[config.mk]
export PLATFORM = sky130hd
export DESIGN_NAME = mem_port_arbiter
export DESIGN_NICKNAME = d
export VERILOG_FILES = /design/src/rtl/mem_bus_pkg.sv /design/src/rtl/rr_prio_pick.sv /design/src/rtl/mem_port_arbiter.sv
export SDC_FILE = /design/constraint.sdc
export NUM_CORES = 1
export LEC_CHECK = 0
export BUFFER_PORTS_ARGS = -buffer_cell sky130_fd_sc_hd__buf_2
export CORE_AREA = 2 2 195 197
export CTS_CLUSTER_SIZE = 30
export DETAILED_ROUTE_END_ITERATION = 10
export DIE_AREA = 0 0 197 199
export HOLD_SLACK_MARGIN = 0.15
export PLACE_DENSITY_LB_ADDON = 0.1
export SYNTH_ARGS = -nofsm -noshare
export SYNTH_HDL_FRONTEND = slang
export SYNTH_SLANG_ARGS = --single-unit
[constraint.sdc]
create_clock -name clock -period 7.8 [get_ports clock]
set_input_delay 2.34 -clock clock [delete_from_list [all_inputs] [get_ports clock]]
set_output_delay 2.34 -clock clock [all_outputs]
set_load 0.005 [all_outputs]
[src/rtl/mem_bus_pkg.sv]
// Shared types and constants for the core's memory-port arbiter: FSM state,
// bus owner encoding and the instruction returned on an aborted fetch.
package mem_bus_pkg;

  typedef enum logic [1:0] {
    IDLE = 2'd0,
    REQ  = 2'd1,
    RESP = 2'd2
  } arb_state_e;

  typedef enum logic {
    OWN_IF = 1'b0,
    OWN_D  = 1'b1
  } owner_e;

  localparam logic [31:0] NOP_INST = 32'h0000_0000;
  // Fetches are always full 32-bit instruction words.
  localparam logic [2:0]  IF_SIZE  = 3'b010;

  // The remembered owner is OWN_D only when data won while a fetch was also
  // waiting; that is the one case where fetch must win the next contention.
  function automatic owner_e next_last_owner(input owner_e granted, input logic if_pend);
    owner_e res;
    res = OWN_IF;
    if (granted == OWN_D && if_pend) res = OWN_D;
    return res;
  endfunction

endpackage

[src/rtl/rr_prio_pick.sv]
// Two-way requester selector: data normally wins, but a fetch that lost the
// previous contention to data wins this one, so the two alternate.
module rr_prio_pick
  import mem_bus_pkg::*;
(
  input  logic   d_pend,
  input  logic   if_pend,
  input  owner_e last_owner,
  output logic   gnt_valid,
  output owner_e gnt_owner
);

  always_comb begin
    gnt_valid = d_pend | if_pend;
    gnt_owner = OWN_IF;
    if (d_pend && !(if_pend && last_owner == OWN_D)) gnt_owner = OWN_D;
  end

endmodule

[src/rtl/mem_port_arbiter.sv]
// Shares one memory bus between instruction fetch and the load/store port:
// request/grant/response sequencing, alternating arbitration and a hang timeout.
module mem_port_arbiter
  import mem_bus_pkg::*;
#(
  parameter int XLEN    = 64,
  parameter int TIMEOUT = 255,
  parameter int CNT_W   = 8
) (
  input  logic            clock,
  input  logic            reset,
  input  logic            if_req,
  input  logic [XLEN-1:0] if_addr,
  output logic            if_ack,
  output logic [31:0]     if_rdata,
  output logic            if_stall,
  input  logic            d_load,
  input  logic            d_store,
  input  logic [XLEN-1:0] d_addr,
  input  logic [XLEN-1:0] d_wdata,
  input  logic [2:0]      d_size,
  output logic            d_ack,
  output logic [XLEN-1:0] d_rdata,
  output logic            d_stall,
  output logic            d_err,
  output logic            bus_req,
  output logic            bus_we,
  output logic [XLEN-1:0] bus_addr,
  output logic [XLEN-1:0] bus_wdata,
  output logic [2:0]      bus_size,
  input  logic            bus_gnt,
  input  logic            bus_rvalid,
  input  logic [XLEN-1:0] bus_rdata
);

  // Counter value seen in the last permitted waiting cycle.
  localparam logic [CNT_W-1:0] CNT_LAST = CNT_W'(TIMEOUT - 1);

  arb_state_e       state_q, state_d;
  owner_e           owner_q, owner_d;
  owner_e           last_owner_q, last_owner_d;
  logic [CNT_W-1:0] cnt_q, cnt_d;
  logic             discard_q, discard_d;
  logic             we_q, we_d;
  logic [XLEN-1:0]  addr_q, addr_d;
  logic [XLEN-1:0]  wdata_q, wdata_d;
  logic [2:0]       size_q, size_d;

  logic             d_pend;
  logic             pick_valid;
  owner_e           pick_owner;
  logic             done;
  logic             abort;
  logic             finish;

  assign d_pend = d_load | d_store;

  rr_prio_pick u_pick (
    .d_pend     (d_pend),
    .if_pend    (if_req),
    .last_owner (last_owner_q),
    .gnt_valid  (pick_valid),
    .gnt_owner  (pick_owner)
  );

  always_comb begin
    state_d      = state_q;
    owner_d      = owner_q;
    last_owner_d = last_owner_q;
    cnt_d        = cnt_q;
    discard_d    = discard_q;
    we_d         = we_q;
    addr_d       = addr_q;
    wdata_d      = wdata_q;
    size_d       = size_q;
    done         = 1'b0;
    abort        = 1'b0;

    case (state_q)
      IDLE: begin
        cnt_d     = '0;
        discard_d = 1'b0;
        if (pick_valid) begin
          state_d      = REQ;
          owner_d      = pick_owner;
          last_owner_d = next_last_owner(pick_owner, if_req);
          if (pick_owner == OWN_D) begin
            we_d    = d_store;
            addr_d  = d_addr;
            wdata_d = d_wdata;
            size_d  = d_size;
          end else begin
            we_d    = 1'b0;
            addr_d  = if_addr;
            wdata_d = '0;
            size_d  = IF_SIZE;
          end
        end
      end
      REQ: begin
        // A grant on the final allowed cycle still wins over the timeout.
        if (bus_gnt) begin
          state_d = RESP;
          cnt_d   = '0;
        end else if (cnt_q == CNT_LAST) begin
          abort   = 1'b1;
          state_d = IDLE;
        end else begin
          cnt_d = cnt_q + CNT_W'(1);
        end
      end
      RESP: begin
        if (bus_rvalid) begin
          done    = 1'b1;
          state_d = IDLE;
        end else if (cnt_q == CNT_LAST) begin
          abort   = 1'b1;
          state_d = IDLE;
        end else begin
          cnt_d = cnt_q + CNT_W'(1);
        end
      end
      default: state_d = IDLE;
    endcase

    // A flushed fetch still finishes on the bus; its ack is swallowed.
    if (state_q != IDLE && owner_q == OWN_IF && !if_req) discard_d = 1'b1;
  end

  always_ff @(posedge clock) begin
    if (reset) begin
      state_q      <= IDLE;
      owner_q      <= OWN_IF;
      last_owner_q <= OWN_IF;
      cnt_q        <= '0;
      discard_q    <= 1'b0;
      we_q         <= 1'b0;
      addr_q       <= '0;
      wdata_q      <= '0;
      size_q       <= '0;
    end else begin
      state_q      <= state_d;
      owner_q      <= owner_d;
      last_owner_q <= last_owner_d;
      cnt_q        <= cnt_d;
      discard_q    <= discard_d;
      we_q         <= we_d;
      addr_q       <= addr_d;
      wdata_q      <= wdata_d;
      size_q       <= size_d;
    end
  end

  assign finish   = (done | abort) & ~reset;
  assign if_ack   = finish & (owner_q == OWN_IF) & if_req & ~discard_q;
  assign if_rdata = (if_ack & done) ? bus_rdata[31:0] : NOP_INST;
  assign d_ack    = finish & (owner_q == OWN_D);
  assign d_err    = d_ack & abort;
  assign d_rdata  = (d_ack & done & ~we_q) ? bus_rdata : '0;
  assign if_stall = if_req & ~if_ack;
  assign d_stall  = d_pend & ~d_ack;

  assign bus_req   = (state_q == REQ);
  assign bus_we    = we_q;
  assign bus_addr  = addr_q;
  assign bus_wdata = wdata_q;
  assign bus_size  = size_q;

  a_no_gnt_with_rvalid: assert property (@(posedge clock) disable iff (reset)
    !(state_q == REQ && bus_gnt && bus_rvalid));

  a_data_held: assert property (@(posedge clock) disable iff (reset)
    (state_q != IDLE && owner_q == OWN_D) |-> (d_load | d_store));

  a_load_store_excl: assert property (@(posedge clock) disable iff (reset)
    !(d_load && d_store));

endmodule

==> impl_summary.md <==
Global route
The via count of the first global-routing pass is 6527. The overall routing resource usage is 0.133. The initial antenna violation count is 1.

The aggregate global routing overflow is 0. The global-route wire length before repair is 39.0 mm. Entering global routing, the biggest net connects 100 pins.

Place
The post-place instance area is 9370 sq um. The minimum setup slack after placement is 1250 ps. The congestion estimate from routability-driven global placement came to 0.760. Detailed placement ended at an HPWL of between 20 and 25 mm. The count of input and output buffers is 499.

Detailed routing
The DRC marker count from the first detailed-route iteration is 298. The number of DRC violations after detailed routing is 0. Using the TritonRoute via totals, the vias-per-cell ratio works out to 4.15. The routed wire length per instance is ~17 um. The remaining number of nets flagged by the antenna check after routing is 0.

The count of TritonRoute iterations in the first routing pass is 4. The sum of routed wire length over all layers is 27.8 mm. The routed layout has ~6.9k vias.

Synthesis
Sorting the synthesized cells by area gives the leading types as sky130_fd_sc_hd__dfxtp_1, sky130_fd_sc_hd__mux2i_1, sky130_fd_sc_hd__and2_1, sky130_fd_sc_hd__nor2_1, sky130_fd_sc_hd__a22oi_1. The most used flip-flop cell after synthesis is sky130_fd_sc_hd__dfxtp_1. The share of Yosys cell area claimed by the top area cell type is 0.447. Yosys printed 0 warnings. The proportion of register bits with asynchronous set or reset after synthesis is 0. When the netlist entered floorplanning its net count stood at 997. The post-synthesis sequential element count is 145. The cell area that synthesis handed to floorplanning was 6490 sq um. In this run, synthesis inferred 0 flip-flops with an integrated enable.

The netlist uses 40 different library cells. The biggest area contributor in the post-synthesis netlist is sky130_fd_sc_hd__dfxtp_1. The post-synthesis sequential area ratio is 0.447.

Each instance of the synthesized netlist takes up on average around 9 sq um. The instance count of the mapped netlist is ~730.

Floorplanning
The die is about 200 um tall. In this run the core area contains 71 standard-cell rows. The core outline area is 37100 sq um.

Measured along the x axis, the die boundary spans 197 um. For this design the top-level I/O count stands at 500. The die area is 39200 sq um. The initial utilization of the core area, before any placement, comes to 0.175.

Setup path
The arrival time of the worst setup path is between 4000 and 5000 ps. The largest fanout on the critical path is 32. The required time at the worst-slack endpoint is approximately 5500 ps. STA classifies the critical path startpoint as a primary input. The worst setup path is of the in2out kind. The endpoint class of the critical path is an output port.

Clock network
The TritonCTS clock tree is done. Buffers added to address setup during post-CTS repair amount to 0. The total of cells resized after clock tree synthesis is 0. Buffers inserted during clock tree synthesis total 17. The clock latency of the later-clocked register in the worst-skew pair is 440 ps. The deepest level of the CTS H-tree is 4. The root buffer cell chosen for the clock tree is sky130_fd_sc_hd__clkbuf_16.

The clock-pin slew on the worst setup and hold paths is around 70 ps. The maximum clock insertion buffer count is 2. The tree built by TritonCTS fans out to 145 sinks. The number of hold buffers added after CTS was 0.

Run
The max-capacitance violation count is 0.

Timing
Headroom to the max-slew limit came out at 0.328. Setup violations remaining at the end of the flow were counted as 0. For the pin with the worst max-slew slack, the measured transition is 1010 ps. The share of the clock period used by the worst path after layout is 0.834. The worst setup margin is around 1300 ps.

The post-route minimum period is between 6000 and 7000 ps. The final number of hold-violating endpoints is 0. The number of pins exceeding their max-slew limit in the final report is 0. The top achievable clock speed is 154 MHz.

The total negative setup slack is 0 ps. Setup repair after global routing left no endpoint under its margin. The worst clock skew is 12.3 ps.

Final layout
The library cells used most frequently in the layout, excluding fill and tap cells, are sky130_fd_sc_hd__buf_2, sky130_fd_sc_hd__dfxtp_1, sky130_fd_sc_hd__nor2_1. Compared with the post-synthesis result, the final layout area differs by 53.5%. At the end of the flow, the number of nets in the layout was 1455. The summed area of non-filler cells in the final layout is about 10000 sq um. The most common library cell in the layout ignoring fill and taps is sky130_fd_sc_hd__buf_2. The share of final-layout standard cells stronger than drive strength 1 is 0.454.

Worst hold path
The path class of the tightest hold or removal check is reg2reg.

Status
The flow ran to the end, and the final reports show no timing, DRC or antenna violations.

Power and ir drop
The ratio of total power to cell area is 218 nW/um^2. Across the VDD grid, the largest voltage drop is around 140 uV. The standby leakage power is 5.26 nW.

The power consumption is 0.00218 W.
[through the flow]
step | hold WS [ps] | cells | util
final | 493 | 1671 | 0.268
after global routing | 514 | 1671 | 0.268
after CTS | 495 | 1670 | 0.268
after detailed placement | 482 | 1638 | 0.252
after global placement | 483 | 1638 | 0.252
after floorplan | 464 | 725 | -
[worst paths after layout]
path,start,end,slack [ps],cells after the start
max reg2reg,state_q[1],bus_addr[18],5190,6
max,if_req,if_rdata[29],1300,5
min,discard_q,discard_q,490,2
min reg2reg,discard_q,discard_q,490,2
[registers in the layout, indices dropped and copies added (netlist names)]
name	cells
bus_we	1
bus_addr	64
bus_wdata	64
last_owner_q	1
cnt_q	8
bus_size	3
state_q	2
discard_q	1
owner_q	1
[final cells by class]
| type | instances | area [sq um] |
|---|---|---|
| Sequential cell | 145 | 2900 |
| Antenna cell | 1 | 2.50 |
| Clock buffer | 22 | 464 |
| Timing Repair Buffer | 505 | 2540 |
| Fill cell | 4092 | 27200 |
| Multi-Input combinational cell | 511 | 3320 |
| Clock inverter | 10 | 134 |
| Tap cell | 474 | 593 |
| Inverter | 3 | 11.3 |
[report_power, final]
group / leakage (nW) / internal [W] / total (W) / switching (W)
registers: 1.20 / 0.000826 / 0.000866 / 0.0000397
logic: 3.77 / 0.000201 / 0.000463 / 0.000262
clock network: 0.290 / 0.000518 / 0.000848 / 0.000330
total: 5.26 / 0.00155 / 0.00218 / 0.000632
[worst max-delay path, stage by stage]
cell and delay, ps:
sky130_fd_sc_hd__buf_2 160, sky130_fd_sc_hd__or4b_1 490, sky130_fd_sc_hd__nor2_2 780, sky130_fd_sc_hd__and2_1 250
sky130_fd_sc_hd__buf_2 120
[layer usage]
layer,GRT usage,share of wire,up-vias
met5,0,0,-
met4,0.0459,0.019,0
met3,0.0342,0.058,25
met2,0.265,0.56,254
met1,0.132,0.37,3182
li1,-,-,3467
[cells by family (layout without fill, tap and decap cells)]
family	Yosys count	after routing	synth area share
simple gates	278	278	0.212
compound gates	163	163	0.182
flops	145	145	0.447
mux	64	64	0.0986
buf+inv	69	540	0.0484
fa+ha+maj	6	6	0.0116
other cells	0	1	0
[Yosys cell counts (2+ instances only)]
| library cell | instances |
|---|---|
| sky130_fd_sc_hd__dfxtp_1 | 145 |
| sky130_fd_sc_hd__nor2_1 | 142 |
| sky130_fd_sc_hd__and2_1 | 98 |
| sky130_fd_sc_hd__a22oi_1 | 67 |
| sky130_fd_sc_hd__a211oi_1 | 66 |
| sky130_fd_sc_hd__mux2i_1 | 64 |
| sky130_fd_sc_hd__clkbuf_1 | 37 |
| sky130_fd_sc_hd__buf_2 | 23 |
| sky130_fd_sc_hd__a21oi_1 | 13 |
| sky130_fd_sc_hd__nand2_1 | 8 |
| sky130_fd_sc_hd__ha_1 | 6 |
| sky130_fd_sc_hd__nor3_1 | 6 |
| sky130_fd_sc_hd__nand4_1 | 4 |
| sky130_fd_sc_hd__o21ai_0 | 4 |
| sky130_fd_sc_hd__buf_6 | 3 |
| sky130_fd_sc_hd__inv_1 | 3 |
| sky130_fd_sc_hd__nand2b_1 | 3 |
| sky130_fd_sc_hd__nor2b_1 | 3 |
| sky130_fd_sc_hd__a2bb2oi_1 | 2 |
| sky130_fd_sc_hd__a31oi_1 | 2 |
| sky130_fd_sc_hd__a41oi_1 | 2 |
| sky130_fd_sc_hd__buf_1 | 2 |
| sky130_fd_sc_hd__nand3_1 | 2 |
| sky130_fd_sc_hd__o22ai_1 | 2 |
| sky130_fd_sc_hd__or3_1 | 2 |
| sky130_fd_sc_hd__or4_1 | 2 |
Power figures use the tool's default switching activity.
